<file path="src/rtl/shape_draw_scheduler.sv">
// shape_draw_scheduler: sequences shape-drawer channels onto one VGA pixel port, clear shape first each frame
module shape_draw_scheduler #(
  parameter int NUM_SHAPES = 18,
  parameter int COORD_W = 11,
  parameter int COLOUR_W = 3,
  parameter int TIMEOUT_CYC = 65535,
  localparam int ID_W = $clog2(NUM_SHAPES)
) (
  input  logic                           clock,
  input  logic                           reset,
  input  logic                           run,
  input  logic                           frame_tick,
  input  logic [NUM_SHAPES-1:0]          shape_mask,
  input  logic                           clear_errs,
  input  logic [NUM_SHAPES-1:0]          draw_done,
  input  logic [NUM_SHAPES*COORD_W-1:0]  load_x,
  input  logic [NUM_SHAPES*COORD_W-1:0]  load_y,
  input  logic [NUM_SHAPES*COLOUR_W-1:0] load_colour,
  output logic [NUM_SHAPES-1:0]          draw_start,
  output logic                           vga_enable,
  output logic [ID_W-1:0]                curr_shape_id,
  output logic [COORD_W-1:0]             out_x,
  output logic [COORD_W-1:0]             out_y,
  output logic [COLOUR_W-1:0]            out_colour,
  output logic                           frame_busy,
  output logic                           overrun,
  output logic                           timeout_err
);
  localparam logic [ID_W-1:0] CLEAR = ID_W'(NUM_SHAPES - 1);
  localparam int CNT_W = TIMEOUT_CYC > 0 ? $clog2(TIMEOUT_CYC + 1) : 1;
  localparam logic [CNT_W-1:0] CNT_MAX = CNT_W'(TIMEOUT_CYC - 1);
  typedef enum logic [2:0] {IDLE, DRAW, NEXT, WAIT_TICK, FINAL_CLEAR, FINAL_WAIT} state_t;
  state_t state, state_n;
  logic [ID_W-1:0] curr, curr_n, nxt_idx;
  logic [CNT_W-1:0] cnt, cnt_n;
  logic vga_n, busy_n, pending, pending_n, to_set, ovr_set, found, drawing, hit_to, done;
  assign drawing = state == DRAW || state == FINAL_CLEAR;
  assign done = draw_done[curr];
  assign hit_to = TIMEOUT_CYC != 0 && cnt == CNT_MAX;
  assign ovr_set = frame_tick && frame_busy;
  assign draw_start = {{(NUM_SHAPES-1){1'b0}}, drawing} << curr;
  assign curr_shape_id = curr;
  assign out_x = load_x[curr*COORD_W +: COORD_W];
  assign out_y = load_y[curr*COORD_W +: COORD_W];
  assign out_colour = load_colour[curr*COLOUR_W +: COLOUR_W];
  // descending scan so the lowest qualifying index is the one left standing
  always_comb begin
    found = 1'b0;
    nxt_idx = '0;
    for (int i = NUM_SHAPES - 2; i >= 0; i--)
      if (shape_mask[i] && (curr == CLEAR || i > int'(curr))) begin
        found = 1'b1;
        nxt_idx = ID_W'(i);
      end
  end
  always_comb begin
    state_n = state;
    curr_n = curr;
    vga_n = vga_enable;
    busy_n = frame_busy;
    pending_n = pending | ovr_set;
    cnt_n = '0;
    to_set = 1'b0;
    case (state)
      IDLE:
        if (run) begin
          vga_n = 1'b1;
          curr_n = CLEAR;
          busy_n = 1'b1;
          state_n = DRAW;
        end
      DRAW, FINAL_CLEAR:
        if (done || hit_to) begin
          to_set = !done;
          state_n = state == DRAW ? NEXT : FINAL_WAIT;
        end else cnt_n = TIMEOUT_CYC != 0 ? cnt + 1'b1 : '0;
      NEXT:
        if (!run) begin
          curr_n = CLEAR;
          state_n = FINAL_CLEAR;
        end else if (found) begin
          curr_n = nxt_idx;
          state_n = DRAW;
        end else begin
          busy_n = 1'b0;
          state_n = WAIT_TICK;
        end
      WAIT_TICK:
        if (!run) begin
          curr_n = CLEAR;
          state_n = FINAL_CLEAR;
        end else if (frame_tick || pending) begin
          pending_n = 1'b0;
          curr_n = CLEAR;
          busy_n = 1'b1;
          state_n = DRAW;
        end
      FINAL_WAIT: begin
        vga_n = 1'b0;
        busy_n = 1'b0;
        pending_n = 1'b0;
        state_n = IDLE;
      end
      default: state_n = IDLE;
    endcase
  end
  always_ff @(posedge clock or posedge reset)
    if (reset) begin
      state <= IDLE;
      curr <= CLEAR;
      vga_enable <= 1'b0;
      frame_busy <= 1'b0;
      pending <= 1'b0;
      cnt <= '0;
      overrun <= 1'b0;
      timeout_err <= 1'b0;
    end else begin
      state <= state_n;
      curr <= curr_n;
      vga_enable <= vga_n;
      frame_busy <= busy_n;
      pending <= pending_n;
      cnt <= cnt_n;
      overrun <= ovr_set ? 1'b1 : clear_errs ? 1'b0 : overrun;
      timeout_err <= to_set ? 1'b1 : clear_errs ? 1'b0 : timeout_err;
    end
endmodule

</file>
<file path="config.mk">
export PLATFORM = sky130hd
export DESIGN_NAME = shape_draw_scheduler
export DESIGN_NICKNAME = d
export VERILOG_FILES = /design/src/rtl/shape_draw_scheduler.sv
export SDC_FILE = /design/constraint.sdc
export NUM_CORES = 1
export LEC_CHECK = 0
export BUFFER_PORTS_ARGS = -buffer_cell sky130_fd_sc_hd__buf_4
export CAP_MARGIN = 5
export CORE_AREA = 2 2 209 211
export CTS_CLUSTER_DIAMETER = 40
export DETAILED_ROUTE_END_ITERATION = 7
export DIE_AREA = 0 0 211 213
export GPL_TIMING_DRIVEN = 0
export SLEW_MARGIN = 40
export SYNTH_ARGS = -nofsm -noshare
export SYNTH_HDL_FRONTEND = slang
export SYNTH_SLANG_ARGS = --single-unit
</file>
<file path="constraint.sdc">
create_clock -name clock -period 3.1 [get_ports clock]
set_clock_uncertainty 0.1 [all_clocks]
set_input_delay 0 -clock clock [delete_from_list [all_inputs] [get_ports clock]]
set_output_delay 0 -clock clock [all_outputs]
set_load 0.005 [all_outputs]
</file>
==> impl_results.md, run 1 <==
* Status: finished, final reports clean
* Relative slew slack at between 50 and 60%
* Peak VDD IR at a little over 0.0003 V
* CP Class: reg2out
* Most frequent cell after synthesis: mux4_2
* Crit. End Element: output pin
* CTS buffer count at 5
* Final min period at ~3 ns
* Final instance area at between 0.01 and 0.015 mm^2
* Grt ovf at 0
* # DRC at 0
* Largest area contributor in the netlist: mux4_2
* Worst Path Buf+Inv at 5
* Post-DR vias/cell at ~4.6
* Finished Layout Cells at 1614
* Delay-heaviest family, CP: buffers and inverters
* Worst Reg-to-Reg Cells at 9
* Top cells by area, synth: mux4_2 (51%), dfrtp_1 (12%), nand2_1 (5.0%)
* Avg Inst Size Synth at 10.9 um^2
* RePlAce Congestion at 0.974
* CP Depth at 9
* Area grow syn2layout at 91.3%
* Row cnt at 76
* Clk root buf: clkbuf_16
* Initial drt markers at 480
* Final setup vio count at 0
* H-tree levels at 2
* EDFF count, synth at 0
* Detailed-route wire length at 45000 um
* DRT antenna net count at 0
* Core footprint at 0.0427 mm^2
* Pre-antenna DRT Iters at 4
* Slowest CP cell: mux4_2
* Cell Area, Synth at 0.00556 mm^2
* Layout Nets at 1555
* Overall Global Routing Usage at 19.4%
* Tcrit/Tclk final at 97.2%
* Most frequent cells after synthesis: mux4_2 (127), nand2_1 (74), nor2_1 (45)
* Die Height at 213 um
* Die width at about 210 um
* Worst path required time at 3.00 ns
* CP cell instances: buf_2 > buf_4 > buf_6 > buf_4 > mux4_2 > mux4_2 > nand2_1 > nand2_1 > buf_4
* Via count at about 7400
* Leakage at 4.82 nW
* Achievable frequency at 332 MHz
* CTS Sinks at 29
* Yosys reg bits at 29
* Final HPWL DP at 40300 um
* Post-Syn Nets at 1002
* Critical Path Fanout Max at 10
* Cell variety after synth at 60
* Critical path startpoint category: register
* Clk buf depth at 2
* Starting density of the core at 13.0%
* RSZ-0062 raised after global routing: false
* Drt wl/cell at about 28 um
* CTS tree: done
* Worst stage delay on the critical path at 0.56 ns
* Power Density at a little over 500 mW/mm^2
* Asr flop ratio synth at 100%
* Port bufs at around 540
* Setup TNS Final at 0 ns
* PnR worst setup slack at 0.0863 ns
* Area of the die at approximately 0.045 mm^2
* Fin. Hold Viols at 0
* Top cell type's share of synthesized area at 51.4%
* # fillers at 4606
* I/O pin total at 543
* Post-synthesis sequential area ratio at 13.1%
* Max-slew violation count at 0
* Max Cap Viol at 0
* CP most frequent cell: buf_4
* Vias in the first global route at 7861
* Worst skew pair latency at 0.27 ns
* Share of cells above drive strength 1 at roughly 69%
* Dpl cell area at 0.0103 mm^2
* Worst hold slack at between 0.04 and 0.05 ns
* Post-Syn Instances at 509
* Initial antenna violation count at 18
* Least-Margin Pin Slew at 0.730 ns
* Worst-path clk slew at around 0.050 ns
* Global-route wire length before repair at 59800 um
* Hold depth at 3
* Placed insts at between 1500 and 2000
* Arrival @ worst endpoint at about 2.9 ns
* Top_reg_cell synth: dfrtp_1
* Yosys warns at 0
* Worst Hold Class: in2reg
* Largest net degree at the start of global routing at 30
* Place WS at -0.364 ns
## state kept, by name, indices dropped and copies added (netlist names)
name and flops:
pending 1, timeout_err 1, vga_enable 1, frame_busy 1
cnt 16, overrun 1, curr_shape_id 5, state 3
## path summary, 6_finish.rpt
check	start	end	slack, ns
worst max-delay path	curr_shape_id[1]$_DFFE_PP0P_	out_x[6]	0.09
worst min-delay path	shape_mask[0]	curr_shape_id[1]$_DFFE_PP0P_	0.05
worst max register to register	curr_shape_id[2]$_DFFE_PP0P_	cnt[7]$_DFF_PP0_	0.32
worst min register to register	cnt[0]$_DFF_PP0_	cnt[0]$_DFF_PP0_	0.41
max in group asynchronous	reset	cnt[14]$_DFF_PP0_	2.20
min in group asynchronous	reset	vga_enable$_DFFE_PP0P_	0.28
## cell type report
cell class | instances | area (um^2) | area share [%]
inverters | 9 | 33.8 | 0.317
plain buffers | 51 | 378 | 3.55
repair buffers | 547 | 4120 | 38.7
well taps | 546 | 683 | 6.42
clock buffers | 6 | 129 | 1.21
clock inverters | 2 | 10.0 | 0.0941
multi-input cells | 419 | 4550 | 42.8
flip-flops and latches | 29 | 728 | 6.84
diodes | 5 | 12.5 | 0.118
## cell usage in the layout (no fill, tap or decap), drive strengths merged, types with 5 or more instances in the layout
cell and n:
clkbuf 22, o21ai 13, and3 5, a31oi 5
dfrtp 27, xor2 8, nand4 8, nor3 10
nand3 16, nor2 45, xnor2 8, buf 578
inv 9, nor2b 9, diode 5, mux4 127
a22oi 25, nand2 74, a21oi 14
## routing by layer
layer	vias to the layer above	global-route usage, %	part of all wire (%)
li1	3196	-	-
met1	3732	23.7	40
met2	433	32.5	48
met3	69	7.19	10
met4	12	4.06	2.1
met5	-	0	0.17
## per-stage QoR
stage	utilization (%)	power (W)
floorplan	-	0.00271
global placement	24.1	0.00490
detailed placement	24.2	0.00494
CTS	24.8	0.00548
global route	24.9	0.00580
finish	24.9	0.00540
## timing repair
action,4_1_cts,5_1_grt
setup endpoints to repair,25,19
hold endpoints to repair,31,0
hold buffers,4,0
gates resized for setup,38,10
buffers inserted,0,0
## worst min-delay path, cell delays in order
cell and delay, ns:
buf_4 0.10, a21oi_1 0.06, a32o_1 0.22
## power by group
part,switching [W],leakage [nW],internal [W],total (W)
Clock,0.000156,0.0706,0.000293,0.000449
Combinational,0.00236,4.37,0.00210,0.00446
Sequential,0.0000489,0.379,0.000439,0.000488
## logic make-up (layout without fill, tap and decap cells)
family          count (synthesis)  in the layout  share of synthesized area [%]
simple gates                  187            187                           16.1
mux                           131            131                           52.2
compound gates                 83             83                           10.5
buf+inv                        61            615                           5.22
flops                          29             29                           13.1
xor+xnor                       16             16                           2.52
fa+ha+maj                       2              2                          0.450
other cells                     0              5                              0
Power figures use the tool's default switching activity.
==> run 2, diff against run 1 <==
--- a/config.mk
+++ b/config.mk
@@ -5,12 +5,13 @@
 export SDC_FILE = /design/constraint.sdc
 export NUM_CORES = 1
 export LEC_CHECK = 0
+export ABC_AREA = 1
 export BUFFER_PORTS_ARGS = -buffer_cell sky130_fd_sc_hd__buf_4
 export CAP_MARGIN = 5
-export CORE_AREA = 2 2 209 211
+export CORE_AREA = 2 2 211 213
 export CTS_CLUSTER_DIAMETER = 40
 export DETAILED_ROUTE_END_ITERATION = 7
-export DIE_AREA = 0 0 211 213
+export DIE_AREA = 0 0 213 215
 export GPL_TIMING_DRIVEN = 0
 export SLEW_MARGIN = 40
 export SYNTH_ARGS = -nofsm -noshare
==> run 2 against run 1 <==
Net effect:
- clock power increased by 5.8%
- first-iteration DRC count grew 85%
- die area is 1.9% higher
- area after synthesis is 9.5% lower
- wire length is 12% higher
- final cell count rose by 20%
- hold slack better by 0.022 ns
- sequential power grew 2%
- critical path type unchanged
- critical endpoint is now out_x[7]
==> impl_results.md, run 2 <==
* Row cnt at 77
* Die width at 213 um
* Slowest CP cell: buf_2
* CTS tree: done
* Cell variety after synth at between 40 and 50
* Top_reg_cell synth: dfrtp_1
* Worst hold slack at 0.0696 ns
* Global-route wire length before repair at 66400 um
* Overall Global Routing Usage at 20.7%
* R2R setup slack at 0.25 ns
* Avg Inst Size Synth at 6.46 um^2
* Relative slew slack at approximately 45%
* Most frequent cells in the layout: buf_4 (550), a22oi_1 (197), nand2_1 (138)
* Least-Margin Pin Slew at 0.830 ns
* Status: finished, final reports clean
* DRT antenna net count at 0
* Largest family of logic cells by synthesized area: compound AO/OA/AOI/OAI gates
* Asr flop ratio synth at 100%
* Grt ovf at 0
* Synth Area in XOR/XNOR at 2.44%
* Tcrit/Tclk final at 98.2%
* Leakage at 4.80 nW
* Achievable frequency at about 330 MHz
* Cell Area, Synth at 0.00503 mm^2
* Largest area contributor in the netlist: a22oi_1
* Initial antenna violation count at 5
* CTS Sinks at 29
* Fin. Hold Viols at 0
* Post-Synth Adder-Cell Area at 0.497%
* Biggest register: cnt
* Area of the die at ~0.046 mm^2
* Hold_sp: shape_mask[16]
* Arrival @ worst endpoint at 2.94 ns
* Post-Synth Simple-Gate Area at 22.2%
* H-tree levels at 2
* Pre-antenna DRT Iters at 5
* Worst Reg-to-Reg Cells at 19
* Peak VDD IR at about 0.00030 V
* Post-DR vias/cell at 4.70
* Most common cell after layout, fill and taps aside: buf_4
* Critical Path Fanout Max at 10
* Worst stage delay on the critical path at 0.40 ns
* Max FFs per register at 16
* Top cell type's share of synthesized area at 29.8%
* Max Cap Viol at 0
* Worst skew pair latency at 0.27 ns
* Met3 Wirelength at ~4100 um
* Setup repair bufs after CTS at 0
* Critical path startpoint category: register
* Top cells by area, synth: a22oi_1 (30%), dfrtp_1 (13%), nand2_1 (10%)
* I/O pin total at 543
* Final min period at 3.04 ns
* Power Density at 594 mW/mm^2
* Detailed-route wire length on metal 1 at between 20000 and 25000 um
* PnR worst setup slack at 0.0563 ns
* Highest routed layer: met5
* Most frequent cell after synthesis: a22oi_1
* CP Class: reg2out
* Drt wl/cell at 26.1 um
* Die Height at 215 um
* Finished Core Util at 23.6%
* EDFF count, synth at 0
* Worst Path Buf+Inv at 4
* Final instance area at 0.0103 mm^2
* RR Startpoint: curr_shape_id[1]$_DFFE_PP0P_
* Post-Syn Instances at 779
* CP Depth at 9
* RSZ-0062 raised after global routing: true
* Starting density of the core at ~12%
* Max-slew violation count at 0
* Core footprint at approximately 0.044 mm^2
* CTS buffer count at 5
* Yosys warns at 0
* Post-synthesis sequential area ratio at 14.5%
* # DRC at 0
* Detailed-route wire length at 50400 um
* Final HPWL DP at 41800 um
* Largest net degree at the start of global routing at 30
* Mux share of post-synthesis cell area at 0%
* Reg2reg end: curr_shape_id[0]$_DFFE_PP1P_
* Final setup vio count at 0
* Via count at 9070
* # fillers at 4976
* Area grow syn2layout at 105%
* Port bufs at 541
* Metal2 WL at 23900 um
* Dpl cell area at 0.00987 mm^2
* Compound-cell area share of the yosys netlist at 51.8%
* Worst-path clk slew at 0.05 ns
* CP Launch Point: curr_shape_id[1]$_DFFE_PP0P_
* Worst Hold Class: in2reg
* Place WS at -0.304 ns
* Clk root buf: clkbuf_16
* Most frequent cells after synthesis: a22oi_1 (200), nand2_1 (138), a21oi_1 (83)
* Delay-heaviest family, CP: buffers and inverters
* Crit. End Element: output pin
* CP cell instances: buf_4 > nor2_2 > buf_2 > buf_2 > a22oi_1 > a21oi_2 > o41ai_2 > nand3_1 > buf_4
* Vias in the first global route at between 8000 and 9000
* Clk buf depth at 2
* Layout Nets at about 1800
* Initial drt markers at approximately 900
* Share of cells above drive strength 1 at 49.2%
* RePlAce Congestion at 0.990
* Worst path required time at around 3.0 ns
* Critical Path End: out_x[7]
* Yosys reg bits at 29
* Post-Syn Nets at ~1300
[run 2: worst min path at each step]
stage / endpoint / cells past startpoint / slack, ns
after global routing: curr_shape_id[4]$_DFFE_PP1P_ / 4 / 0.08
after CTS: curr_shape_id[3]$_DFFE_PP0P_ / 4 / 0.06
after global placement: timeout_err$_DFFE_PP0P_ / 2 / 0.10
after detailed placement: vga_enable$_DFFE_PP0P_ / 2 / 0.03
final: curr_shape_id[4]$_DFFE_PP1P_ / 4 / 0.07
after floorplan: cnt[0]$_DFF_PP0_ / 1 / -0.02
[run 2: metrics by stage]
step,cells,setup TNS [ns],total power (W)
CTS,1928,0,0.00608
global route,1929,-0.0667,0.00653
floorplan,779,0,0.00297
finish,1929,0,0.00611
detailed placement,1912,-1.71,0.00546
global placement,1912,-3.10,0.00542
[run 2: cell type report]
cell class | instances | area (um^2) | share of cell area (%)
diodes | 1 | 2.50 | 0.0243
well taps | 592 | 741 | 7.19
plain buffers | 67 | 364 | 3.54
inverters | 37 | 140 | 1.36
multi-input cells | 646 | 4030 | 39.1
repair buffers | 550 | 4150 | 40.3
clock buffers | 7 | 143 | 1.39
flip-flops and latches | 29 | 728 | 7.07
[run 2: worst min-delay path, stage by stage]
cell      delay [ns]
buf_4           0.11
a21boi_0        0.18
nand2_1         0.11
a22oi_2         0.05
[run 2: kinds of logic after synthesis]
group | Yosys count
compound gates | 372
simple gates | 258
buf+inv | 104
flops | 29
xor+xnor | 14
fa+ha+maj | 2
[run 2: power by group]
| part | switching (W) | total [W] | internal (W) |
|---|---|---|---|
| clock network | 0.000161 | 0.000475 | 0.000314 |
| logic | 0.00326 | 0.00514 | 0.00188 |
| registers | 0.0000521 | 0.000497 | 0.000445 |
| total | 0.00348 | 0.00611 | 0.00264 |
[run 2: what timing repair did]
item	4_1_cts	5_1_grt
endpoints found under the setup margin	27	19
pin swaps	1	1
hold endpoints to repair	35	0
hold buffers	9	0
gates resized for setup	51	34
[run 2: per-layer routing]
layer | track usage, % | vias up
met1 | 26.2 | 4342
met5 | 0 | -
met3 | 4.03 | 70
met2 | 35.8 | 572
met4 | 4.76 | 2
li1 | - | 4084
==> run 3, diff against run 2 <==
--- a/config.mk
+++ b/config.mk
@@ -12,7 +12,7 @@
 export CTS_CLUSTER_DIAMETER = 40
 export DETAILED_ROUTE_END_ITERATION = 7
 export DIE_AREA = 0 0 213 215
-export GPL_TIMING_DRIVEN = 0
+export GPL_TIMING_DRIVEN = 1
 export SLEW_MARGIN = 40
 export SYNTH_ARGS = -nofsm -noshare
 export SYNTH_HDL_FRONTEND = slang
==> constraint.sdc (replaced) <==
create_clock -name clock -period 3.5 [get_ports clock]
set_clock_uncertainty 0.1 [all_clocks]
set_input_delay 0 -clock clock [delete_from_list [all_inputs] [get_ports clock]]
set_output_delay 0 -clock clock [all_outputs]
set_load 0.005 [all_outputs]
==> run 3 against run 2 <==
Net effect:
- global-route usage fell by 3.4 points
- sequential share of layout area rose by 0.12 points
- clock power fell by 8.4%
- wire length fell by 16%
- via count fell by 4.9%
- core utilization fell by 0.39 points
- non-clock buffer count fell by 33
- final cell count fell by 1.4%
==> impl_results.md, run 3 (synthesized netlist as in run 2, its figures left out) <==
* Status: finished, final reports clean
* Leakage at around 4.7 nW
* Final setup vio count at 0
* Via count at about 8600
* Global-route wire length before repair at ~57000 um
* RSZ-0062 raised after global routing: false
* Most common cell after layout, fill and taps aside: buf_4
* Drt wl/cell at 22.2 um
* Grt peak-use layer: met2
* Critical Path Fanout Max at 47
* Port bufs at 541
* Achievable frequency at 302 MHz
* Setup TNS Final at 0 ns
* Power Density at 496 mW/mm^2
* Dpl cell area at 0.00988 mm^2
* Overall Global Routing Usage at 17.3%
* Clk root buf: clkbuf_16
* Relative slew slack at 55.3%
* I/O pin total at 543
* Tcrit/Tclk final at 94.7%
* Worst Hold Class: in2reg
* Core footprint at approximately 0.044 mm^2
* Most frequent cells in the layout: buf_4 (572), a22oi_1 (200), nand2_1 (137)
* Worst path required time at ~3.4 ns
* Die Height at 215 um
* Grt ovf at 0
* Met2 usage in global routing at 30.0%
* Pre-antenna DRT Iters at 6
* Max Cap Viol at 0
* Least-Margin Pin Slew at 0.671 ns
* Critical path startpoint category: register
* # DRC at 0
* DRT antenna net count at 0
* Final HPWL DP at about 35000 um
* Final min period at 3.31 ns
* Largest net degree at the start of global routing at 57
* Biggest register: cnt
* Row cnt at 77
* CTS buffer count at 5
* Internal power at approximately 0.0023 W
* Post-DR vias/cell at roughly 4.5
* Area grow syn2layout at 101%
* Die width at 213 um
* Switching power at approximately 0.0027 W
* Starting density of the core at 11.5%
* Max-slew violation count at 0
* Final instance area at a little over 0.01 mm^2
* Area of the die at 0.0458 mm^2
* Share of cells above drive strength 1 at 47.2%
* RePlAce Congestion at 0.959
* Combinational power share at between 80 and 90%
* Detailed-route wire length at 42300 um
* Initial drt markers at 750
* Met3 usage at 3.74%
* Initial antenna violation count at 13
* Fin. Hold Viols at 0
* Clock network power share at 8.7%
* Worst-path clk slew at 0.05 ns
* Final Total Pwr at around 0.005 W
* Worst skew pair latency at 0.28 ns
* CTS Sinks at 29
* Peak VDD IR at between 0.0002 and 0.0003 V
* Sequential power share at 9.5%
* Clk buf depth at 2
* # fillers at slightly below 5000
* FF/Latch Area at roughly 730 um^2
* CP Class: reg2out
* Max FFs per register at 16
* Vias in the first global route at 8575
* Arrival @ worst endpoint at about 3.2 ns
* Sw Share at between 50% and 60%
* Met1 usage at 20.6%
* Crit. End Element: output pin
* Setup repair bufs after CTS at 0
* H-tree levels at 2
* Multi-input logic area at 0.00389 mm^2
* CTS tree: done
* Layout Nets at 1796
==> run 3: cell types whose count changed in the layout (fill, tap and decap cells not counted), moves of 7 or more <==
| cell | previous run | this run |
|---|---|---|
| a21oi_2 | 9 | 1 |
| clkbuf_2 | 23 | 0 |
| buf_2 | 19 | 0 |
| o41ai_1 | 15 | 22 |
| clkbuf_1 | 12 | 0 |
| a21boi_0 | 15 | 22 |
| a21oi_1 | 75 | 83 |
| buf_4 | 550 | 572 |
==> run 3: power groups by stage <==
stage	registers (W)	logic [W]	clock network, W
global route	0.000486	0.00446	0.000466
global placement	0.000479	0.00404	0
CTS	0.000475	0.00411	0.000446
finish	0.000477	0.00411	0.000435
detailed placement	0.000480	0.00406	0
floorplan	0.000436	0.00220	0
==> run 3: cell type report <==
| cell class | instances | area share, % |
|---|---|---|
| repair buffers | 584 | 44.0 |
| multi-input cells | 646 | 38.4 |
| well taps | 592 | 7.31 |
| flip-flops and latches | 29 | 7.19 |
| inverters | 37 | 1.45 |
| clock buffers | 6 | 1.37 |
| diodes | 6 | 0.148 |
| clock inverters | 2 | 0.136 |
==> run 3: stage by stage <==
stage	setup WS, ns	hold WS [ns]	std cells	util, %
5_1_grt	0.0197	0.0541	1901	23.2
3_5_place_dp	0.403	0.0350	1880	22.6
6_report	0.186	0.0469	1902	23.2
3_3_place_gp	0.269	0.103	1880	22.6
2_1_floorplan	1.46	-0.0234	779	-
4_1_cts	0.0904	0.0468	1896	23.2
==> run 3: final timing paths <==
kind	slack [ns]	endpoint	from	cells past startpoint
worst max-delay path	0.19	out_y[5]	curr_shape_id[1]$_DFFE_PP0P_	9
worst min-delay path	0.05	timeout_err$_DFFE_PP0P_	draw_done[17]	4
worst max register to register	0.30	curr_shape_id[0]$_DFFE_PP1P_	curr_shape_id[0]$_DFFE_PP1P_	19
worst min register to register	0.39	cnt[0]$_DFF_PP0_	cnt[0]$_DFF_PP0_	1
max in group asynchronous	2.59	cnt[5]$_DFF_PP0_	reset	3
min in group asynchronous	0.29	curr_shape_id[1]$_DFFE_PP0P_	reset	3
==> run 3: worst max-delay path: stages, from the launching register on <==
cell     delay (ns)
dfrtp_1        0.66
nand2_1        0.26
inv_6          0.45
buf_4          0.33
a22oi_1        0.11
a21oi_1        0.54
o41ai_1        0.17
buf_4          0.16
nand3_1        0.06
buf_4          0.11
==> run 3: routing by layer <==
layer | up-vias | share of wire, %
met5 | - | 0.12
met4 | 8 | 4.0
met3 | 75 | 8.0
met2 | 483 | 48
met1 | 4057 | 40
li1 | 4007 | -
==> run 3: timing repair <==
item | in CTS | in global routing
hold endpoints to repair | 35 | 0
endpoints found under the setup margin | 0 | 1
hold buffers | 8 | 0
resized for setup | 0 | 1
